[src/rtl/lcd_arb_pkg.sv]
// Shared definitions for the LCD write arbiter.
// Contents:
//   state_t   - scheduler states (IDLE, ISSUE, GAP)
//   SRC_CPU   - source id of the processor character path
//   SRC_KEY   - source id of the keyboard echo path
//   DROP_MAX  - saturation value of the drop counter
package lcd_arb_pkg;

    typedef enum logic [1:0] {
        IDLE  = 2'd0,
        ISSUE = 2'd1,
        GAP   = 2'd2
    } state_t;

    localparam logic SRC_CPU = 1'b0;
    localparam logic SRC_KEY = 1'b1;

    localparam logic [7:0] DROP_MAX = 8'hFF;

endpackage

[src/rtl/lcd_write_arbiter_if.sv]
// Bus bundle between the byte sources (processor, PS/2 echo) and the
// LCD write port, as seen by the arbiter.
// Signals:
//   cpu_we, cpu_data          processor write strobe and byte
//   key_pressed, key_data     PS/2 key-valid and scan byte
//   echo_en                   enables queuing of key bytes
//   lcd_write_en, lcd_write_data  one-cycle strobe and byte to the LCD
//   cpu_full                  processor FIFO full
//   drop_count                saturating count of dropped bytes
// Modports: master drives the source side, slave is the arbiter.
interface lcd_write_arbiter_if;

    logic       cpu_we;
    logic [7:0] cpu_data;
    logic       key_pressed;
    logic [7:0] key_data;
    logic       echo_en;
    logic       lcd_write_en;
    logic [7:0] lcd_write_data;
    logic       cpu_full;
    logic [7:0] drop_count;

    modport master (
        output cpu_we, cpu_data, key_pressed, key_data, echo_en,
        input  lcd_write_en, lcd_write_data, cpu_full, drop_count
    );

    modport slave (
        input  cpu_we, cpu_data, key_pressed, key_data, echo_en,
        output lcd_write_en, lcd_write_data, cpu_full, drop_count
    );

endinterface

[src/rtl/byte_fifo.sv]
// Small synchronous byte FIFO with show-ahead output.
// Ports:
//   i_clock, i_reset  clock and synchronous active-high reset
//   i_push, i_din     write request and byte (ignored when full)
//   i_pop             read request (ignored when empty)
//   o_dout            byte at the head of the queue
//   o_empty, o_full   decoded from the registered occupancy count
module byte_fifo #(
    parameter int DEPTH = 4
) (
    input  logic       i_clock,
    input  logic       i_reset,
    input  logic       i_push,
    input  logic [7:0] i_din,
    input  logic       i_pop,
    output logic [7:0] o_dout,
    output logic       o_empty,
    output logic       o_full
);

    localparam int AW = $clog2(DEPTH);
    localparam logic [AW:0] FULL_CNT = (AW + 1)'(DEPTH);

    logic [7:0]    r_mem [DEPTH];
    logic [AW-1:0] r_wr_ptr;
    logic [AW-1:0] r_rd_ptr;
    logic [AW:0]   r_count;

    logic w_push;
    logic w_pop;

    // Full/empty come from the count at the start of the cycle, so a push
    // into a full FIFO is refused even when a pop happens in the same cycle.
    assign o_empty = (r_count == '0);
    assign o_full  = (r_count == FULL_CNT);
    assign w_push  = i_push && !o_full;
    assign w_pop   = i_pop && !o_empty;
    assign o_dout  = r_mem[r_rd_ptr];

    always_ff @(posedge i_clock) begin
        if (w_push) begin
            r_mem[r_wr_ptr] <= i_din;
        end
    end

    // Pointers are log2(DEPTH) bits wide and wrap naturally.
    always_ff @(posedge i_clock) begin
        if (i_reset) begin
            r_wr_ptr <= '0;
            r_rd_ptr <= '0;
            r_count  <= '0;
        end else begin
            if (w_push) begin
                r_wr_ptr <= r_wr_ptr + 1'b1;
            end
            if (w_pop) begin
                r_rd_ptr <= r_rd_ptr + 1'b1;
            end
            case ({w_push, w_pop})
                2'b10:   r_count <= r_count + 1'b1;
                2'b01:   r_count <= r_count - 1'b1;
                default: r_count <= r_count;
            endcase
        end
    end

endmodule

[src/rtl/lcd_write_arbiter.sv]
// Shares the LCD controller write port between the processor character
// path and the PS/2 keyboard echo path. Each source has its own FIFO; a
// round-robin scheduler issues one-cycle write strobes separated by a
// programmable idle gap so the LCD controller can finish each character.
// Ports:
//   i_clock  system clock
//   i_reset  synchronous active-high reset
//   bus      slave side of lcd_write_arbiter_if (sources in, LCD out)
// Parameters:
//   FIFO_DEPTH  entries per source FIFO (power of two, >= 2)
//   GAP_CYCLES  idle cycles after each issued write (>= 1)
//
// State table:
//   IDLE  | wait for a non-empty FIFO; pop the granted source
//   ISSUE | drive the one-cycle strobe, load the gap counter
//   GAP   | count down the idle gap, return to IDLE at zero
module lcd_write_arbiter
    import lcd_arb_pkg::*;
#(
    parameter int FIFO_DEPTH = 4,
    parameter int GAP_CYCLES = 2000
) (
    input  logic               i_clock,
    input  logic               i_reset,
    lcd_write_arbiter_if.slave bus
);

    localparam int GW = $clog2(GAP_CYCLES + 1);
    localparam logic [GW-1:0] GAP_LOAD = GW'(GAP_CYCLES - 1);

    state_t        r_state;
    state_t        w_next;
    logic [GW-1:0] r_gap_cnt;
    logic [7:0]    r_lcd_data;
    logic          r_last_grant;
    logic [7:0]    r_drop_count;

    logic          r_key_prev;
    logic          r_key_push;
    logic [7:0]    r_key_byte;

    logic          w_cpu_empty;
    logic          w_cpu_full;
    logic [7:0]    w_cpu_dout;
    logic          w_key_empty;
    logic          w_key_full;
    logic [7:0]    w_key_dout;

    logic          w_grant;
    logic          w_pop_cpu;
    logic          w_pop_key;
    logic          w_cpu_drop;
    logic          w_key_drop;
    logic [8:0]    w_drop_sum;

    // The key byte is registered along with the edge, which is what adds
    // the extra cycle of latency on the keyboard path.
    always_ff @(posedge i_clock) begin
        if (i_reset) begin
            r_key_prev <= 1'b0;
            r_key_push <= 1'b0;
            r_key_byte <= 8'h00;
        end else begin
            r_key_prev <= bus.key_pressed;
            r_key_push <= bus.key_pressed && !r_key_prev && bus.echo_en;
            r_key_byte <= bus.key_data;
        end
    end

    byte_fifo #(.DEPTH(FIFO_DEPTH)) u_cpu_fifo (
        .i_clock (i_clock),
        .i_reset (i_reset),
        .i_push  (bus.cpu_we),
        .i_din   (bus.cpu_data),
        .i_pop   (w_pop_cpu),
        .o_dout  (w_cpu_dout),
        .o_empty (w_cpu_empty),
        .o_full  (w_cpu_full)
    );

    byte_fifo #(.DEPTH(FIFO_DEPTH)) u_key_fifo (
        .i_clock (i_clock),
        .i_reset (i_reset),
        .i_push  (r_key_push),
        .i_din   (r_key_byte),
        .i_pop   (w_pop_key),
        .o_dout  (w_key_dout),
        .o_empty (w_key_empty),
        .o_full  (w_key_full)
    );

    // On a tie the source not served last wins; a lone source always wins.
    always_comb begin
        w_grant = SRC_KEY;
        if (!w_cpu_empty && !w_key_empty) begin
            w_grant = (r_last_grant == SRC_KEY) ? SRC_CPU : SRC_KEY;
        end else if (!w_cpu_empty) begin
            w_grant = SRC_CPU;
        end
    end

    always_comb begin
        w_next    = r_state;
        w_pop_cpu = 1'b0;
        w_pop_key = 1'b0;
        case (r_state)
            IDLE: begin
                if (!w_cpu_empty || !w_key_empty) begin
                    w_next = ISSUE;
                    if (w_grant == SRC_CPU) begin
                        w_pop_cpu = 1'b1;
                    end else begin
                        w_pop_key = 1'b1;
                    end
                end
            end
            ISSUE: begin
                w_next = GAP;
            end
            GAP: begin
                if (r_gap_cnt == '0) begin
                    w_next = IDLE;
                end
            end
            default: begin
                w_next = IDLE;
            end
        endcase
    end

    always_ff @(posedge i_clock) begin
        if (i_reset) begin
            r_state      <= IDLE;
            r_gap_cnt    <= '0;
            r_lcd_data   <= 8'h00;
            r_last_grant <= SRC_KEY;
        end else begin
            r_state <= w_next;
            if (r_state == ISSUE) begin
                r_gap_cnt <= GAP_LOAD;
            end else if (r_state == GAP && r_gap_cnt != '0) begin
                r_gap_cnt <= r_gap_cnt - 1'b1;
            end
            if (w_pop_cpu) begin
                r_lcd_data   <= w_cpu_dout;
                r_last_grant <= SRC_CPU;
            end else if (w_pop_key) begin
                r_lcd_data   <= w_key_dout;
                r_last_grant <= SRC_KEY;
            end
        end
    end

    // Both sources can drop in the same cycle, so the sum is one bit wider
    // than the counter before it is clamped.
    assign w_cpu_drop = bus.cpu_we && w_cpu_full;
    assign w_key_drop = r_key_push && w_key_full;
    assign w_drop_sum = {1'b0, r_drop_count} + {8'h00, w_cpu_drop} + {8'h00, w_key_drop};

    always_ff @(posedge i_clock) begin
        if (i_reset) begin
            r_drop_count <= 8'h00;
        end else if (w_cpu_drop || w_key_drop) begin
            r_drop_count <= (w_drop_sum > {1'b0, DROP_MAX}) ? DROP_MAX : w_drop_sum[7:0];
        end
    end

    assign bus.lcd_write_en   = (r_state == ISSUE);
    assign bus.lcd_write_data = r_lcd_data;
    assign bus.cpu_full       = w_cpu_full;
    assign bus.drop_count     = r_drop_count;

endmodule

[src/flat_wrapper.sv]
// flat-port wrapper written by rule: the top's interface ports become plain ports
module lcd_write_arbiter_flat import lcd_arb_pkg::*;
#(
    parameter int FIFO_DEPTH = 4,
    parameter int GAP_CYCLES = 2000
)
  (i_clock, i_reset, bus_cpu_we, bus_cpu_data, bus_key_pressed, bus_key_data, bus_echo_en, bus_lcd_write_en, bus_lcd_write_data, bus_cpu_full, bus_drop_count);
  lcd_write_arbiter_if bus_i ();
  input  logic i_clock;
  input  logic i_reset;
  input wire logic [$bits(bus_i.cpu_we)-1:0] bus_cpu_we;
  input wire logic [$bits(bus_i.cpu_data)-1:0] bus_cpu_data;
  input wire logic [$bits(bus_i.key_pressed)-1:0] bus_key_pressed;
  input wire logic [$bits(bus_i.key_data)-1:0] bus_key_data;
  input wire logic [$bits(bus_i.echo_en)-1:0] bus_echo_en;
  output wire logic [$bits(bus_i.lcd_write_en)-1:0] bus_lcd_write_en;
  output wire logic [$bits(bus_i.lcd_write_data)-1:0] bus_lcd_write_data;
  output wire logic [$bits(bus_i.cpu_full)-1:0] bus_cpu_full;
  output wire logic [$bits(bus_i.drop_count)-1:0] bus_drop_count;
  assign bus_i.cpu_we = bus_cpu_we;
  assign bus_i.cpu_data = bus_cpu_data;
  assign bus_i.key_pressed = bus_key_pressed;
  assign bus_i.key_data = bus_key_data;
  assign bus_i.echo_en = bus_echo_en;
  assign bus_lcd_write_en = bus_i.lcd_write_en;
  assign bus_lcd_write_data = bus_i.lcd_write_data;
  assign bus_cpu_full = bus_i.cpu_full;
  assign bus_drop_count = bus_i.drop_count;
  lcd_write_arbiter #(.FIFO_DEPTH(FIFO_DEPTH), .GAP_CYCLES(GAP_CYCLES)) u_core (.i_clock(i_clock), .i_reset(i_reset), .bus(bus_i));
endmodule
[config.mk]
export PLATFORM = sky130hd
export DESIGN_NAME = lcd_write_arbiter_flat
export DESIGN_NICKNAME = d
export VERILOG_FILES = /design/src/rtl/lcd_arb_pkg.sv /design/src/rtl/lcd_write_arbiter_if.sv /design/src/rtl/byte_fifo.sv /design/src/rtl/lcd_write_arbiter.sv /design/src/flat_wrapper.sv
export SDC_FILE = /design/constraint.sdc
export NUM_CORES = 1
export LEC_CHECK = 0
export ABC_AREA = 0
export CORE_MARGIN = 5
export CORE_UTILIZATION = 42
export DETAILED_ROUTE_END_ITERATION = 8
export GPL_ROUTABILITY_DRIVEN = 1
export SLEW_MARGIN = 5
export SYNTH_ARGS = -nofsm -noshare
export SYNTH_HDL_FRONTEND = slang
export SYNTH_HIERARCHICAL = 1
export SYNTH_SLANG_ARGS = --single-unit
[constraint.sdc]
create_clock -name i_clock -period 2.59 [get_ports i_clock]
set_clock_uncertainty 0.1 [all_clocks]
set_input_delay 0.518 -clock i_clock [delete_from_list [all_inputs] [get_ports i_clock]]
set_output_delay 0.518 -clock i_clock [all_outputs]
set_load 0.02 [all_outputs]
==> run_results.csv <==
group,metric,value,unit
critical_path,required,2.82,ns
floorplanning,die_w,120,um
clocking,postCtsHoldBufs,0,
clocking,numClockSinks,122,
sta,rsz0062_at_grt,"false",
sta,timing.final.crit_share,92.9,%
power_and_ir_drop,p_seq_share,38.8,%
global_route,grt-ovfl-total,0,
critical_path,cp-end-kind,"register",
global_route,grt_pass1_wl,16000,um
logic_synthesis,synth-async-reset-ratio,0,%
floorplanning,row_count,40,
floorplanning,start_util,42.5,%
global_route,use_met3,4.19,%
finish,area_growth,25.4,%
sta,setup_viol,0,
logic_synthesis,avgSynthCellArea,12.9,um^2
floorplanning,die_area,14300,um^2
routing,drt-vias-per-instance,5.27,
finish,postLayoutCellArea,6340,um^2
job,drv_cap,0,
clocking,numCtsBuffers,17,
global_route,met1_usage,17.7,%
floorplanning,ioPinCount,39,
power_and_ir_drop,p_comb_share,25.8,%
critical_path,crit_arrival,2.64,ns
power_and_ir_drop,power_frac_clock,35.4,%
sta,tightest_slew,0.558,ns
placed_design,io_buffers,38,
power_and_ir_drop,irDropWorstVdd,495,uV
clocking,h-tree-depth,4,
global_route,grt.busiest_layer,"met2",
global_route,grt_max_degree,35,
logic_synthesis,synth_nets,429,
placed_design,placed_area,5760,um^2
global_route,grt_pass1_vias,3250,
placed_design,place_worst_setup_slack,0.00454,ns
outcome,run_status,"completed",
sta,setup_ws,0.183,ns
critical_path,path_max_fanout,4,
routing,drtAntennaViolNets,0,
critical_path,start_kind,"register",
sta,hold_viol,0,
sta,period_minus_slack,2.41,ns
power_and_ir_drop,p_int,4.46,mW
routing,firstDrtPassIters,4,
sta,hold_slack,0.350,ns
logic_synthesis,seq_area_frac_synth,61.0,%
min_path,hp-class,"register to register",
power_and_ir_drop,switching_share,28.9,%
logic_synthesis,syn_inst,392,
finish,multi_input_area,1860,um^2
finish,diodes,0,
logic_synthesis,ys_types,48,
global_route,grt_use_total,14.5,%
power_and_ir_drop,leakage,2.28,nW
clocking,clk_latency,0.40,ns
logic_synthesis,synth-seq-cells,122,
routing,via_count,3244,
finish,layout-drive-gt1-share,17.9,%
finish,fill_cells,1021,
global_route,grtUsageMet2,23.7,%
clocking,clk_pin_slew_worst_paths,0.05,ns
power_and_ir_drop,p_per_area,989,nW/um^2
routing,drt_iter0_drc,184,
sta,fmaxAchievable,415,MHz
placed_design,gp_congestion,0.812,
routing,routed_wl,9800,um
routing,drcViolationCount,0,
logic_synthesis,synth_warnings,6,
sta,report.final.slew_viol_count,0,
power_and_ir_drop,netSwitchingPower,1.81,mW
global_route,antenna_found_initial,0,
finish,fin_nets,493,
clocking,post-cts-setup-buffer-count,0,
clocking,root_buffer,"clkbuf_16",
finish,ff_latch_area,3080,um^2
clocking,clockBufferDepth,2,
floorplanning,die_h,120,um
logic_synthesis,synth_edf_count,64,
clocking,tritoncts,"yes",
routing,wl_per_cell,15.9,um
logic_synthesis,synth_ff_type,"edfxtp_1",
logic_synthesis,synth_area,5060,um^2
floorplanning,coreArea,11900,um^2
placed_design,dp_hpwl,6860,um
sta,max_slew_margin,62.8,%
critical_path,crit_type,"register to register",
-- metal layers --
layer  vias up  wire, um
li1       1576         -
met1      1586      4330
met2        67      4940
met3        15       359
met4         0       172
met5         -         0
-- flip-flops by register name, indices dropped and copies added (netlist names), 3 cells and up, named ones only --
signal,flops
u_core/u_key_fifo/r_mem,32
u_core/r_key_byte,8
u_core/u_cpu_fifo/r_count,3
u_core/r_gap_cnt,11
u_core/u_cpu_fifo/r_mem,32
u_core/bus.drop_count,8
u_core/u_key_fifo/r_count,3
u_core/bus.lcd_write_data,8
-- synthesized netlist by cell type, types with 5 or more instances --
cell	number	share of area (%)
nand2b_1	7	0.87
xor2_1	9	1.6
dfxtp_1	58	23
mux2i_1	6	1.2
clkbuf_1	9	0.67
inv_1	24	1.8
nand2_1	19	1.4
o21ai_0	13	1.3
nor2_1	24	1.8
and2_1	10	1.2
or2_2	6	0.74
edfxtp_1	64	38
a21oi_1	23	2.3
nor2b_1	11	1.4
o221ai_1	7	1.2
ha_1	13	3.2
mux4_2	16	7.1
or4_1	5	0.74
or3_1	11	1.4
-- worst max-delay path: stages (launching register included) --
cell and delay [ns]:
dfxtp_1 0.33, nor3_4 0.27, o21bai_4 0.10, nor3_4 0.14, o31ai_2 0.10, inv_1 0.08
ha_1 0.17, inv_1 0.06, fa_1 0.38, xor2_1 0.15, or3_1 0.30, a21oi_1 0.15
-- final timing paths --
path                                              from  cells after the start  slack (ns)                                   endpoint
min          u_core/bus.lcd_write_data[7]$_SDFFE_PP0P_                      2        0.35  u_core/bus.lcd_write_data[7]$_SDFFE_PP0P_
max          u_core/u_key_fifo/r_count[1]$_SDFFE_PP0P_                     11        0.18  u_core/u_cpu_fifo/r_count[2]$_SDFFE_PP0P_
min reg2reg  u_core/bus.lcd_write_data[7]$_SDFFE_PP0P_                      2        0.35  u_core/bus.lcd_write_data[7]$_SDFFE_PP0P_
max reg2reg  u_core/u_key_fifo/r_count[1]$_SDFFE_PP0P_                     11        0.18  u_core/u_cpu_fifo/r_count[2]$_SDFFE_PP0P_
-- what timing repair did --
item                                   4_1_cts  5_1_grt
setup endpoints to repair                    0        4
endpoints found under the hold margin        0        0
resized for setup                            0        5
-- metrics by stage --
step / total power, mW / util [%] / instances / setup TNS (ns)
after floorplan: 3.52 / - / 392 / -0.000973
after global placement: 4.01 / 48.4 / 584 / 0
after CTS: 6.29 / 53.1 / 615 / 0
after global routing: 6.60 / 53.2 / 615 / 0
final: 6.27 / 53.2 / 615 / 0
after detailed placement: 4.05 / 48.4 / 584 / 0
-- cell families (layout without fill, tap and decap cells) --
| family | Yosys count | after routing | synth area share, % |
|---|---|---|---|
| flops | 122 | 122 | 61.0 |
| simple gates | 115 | 115 | 12.9 |
| compound gates | 68 | 68 | 8.73 |
| buf+inv | 39 | 115 | 2.94 |
| mux | 23 | 23 | 8.54 |
| fa+ha+maj | 16 | 16 | 4.40 |
| xor+xnor | 9 | 9 | 1.56 |
-- power by group through the flow --
| stage | Clock, mW | Combinational [mW] | Sequential (mW) |
|---|---|---|---|
| 6_report | 2.22 | 1.62 | 2.43 |
| 5_1_grt | 2.35 | 1.78 | 2.47 |
| 4_1_cts | 2.26 | 1.60 | 2.43 |
| 3_5_place_dp | 0 | 1.59 | 2.47 |
| 3_3_place_gp | 0 | 1.55 | 2.46 |
| 2_1_floorplan | 0 | 1.08 | 2.44 |
-- cell usage in the layout, fill, tap and decap left out, types with 3 or more instances in the layout --
cell,n
a21oi_1,23
a31oi_1,3
and2_1,9
buf_4,21
clkbuf_16,17
clkdlybuf4s50_1,35
clkinv_1,5
dfxtp_1,57
edfxtp_1,64
fa_1,3
ha_1,13
inv_1,24
mux2i_1,6
mux4_2,16
nand2_1,19
nand2b_1,7
nand3_1,3
nand4_1,3
nor2_1,24
nor2b_1,11
nor3_1,4
nor3_4,3
o21ai_0,13
o221ai_1,7
o22ai_1,3
o31ai_1,4
or2_2,6
or3_1,11
or4_1,5
xor2_1,9
-- final cells by class --
| cell class | count | area share, % |
|---|---|---|
| tap | 147 | 2.90 |
| timing repair buffer | 60 | 8.80 |
| clock inverter | 10 | 1.58 |
| sequential | 122 | 48.6 |
| multi-input combinational | 231 | 29.4 |
| inverter | 24 | 1.42 |
| clock buffer | 21 | 7.26 |
Note: power is estimated with default switching activity, not from simulation.
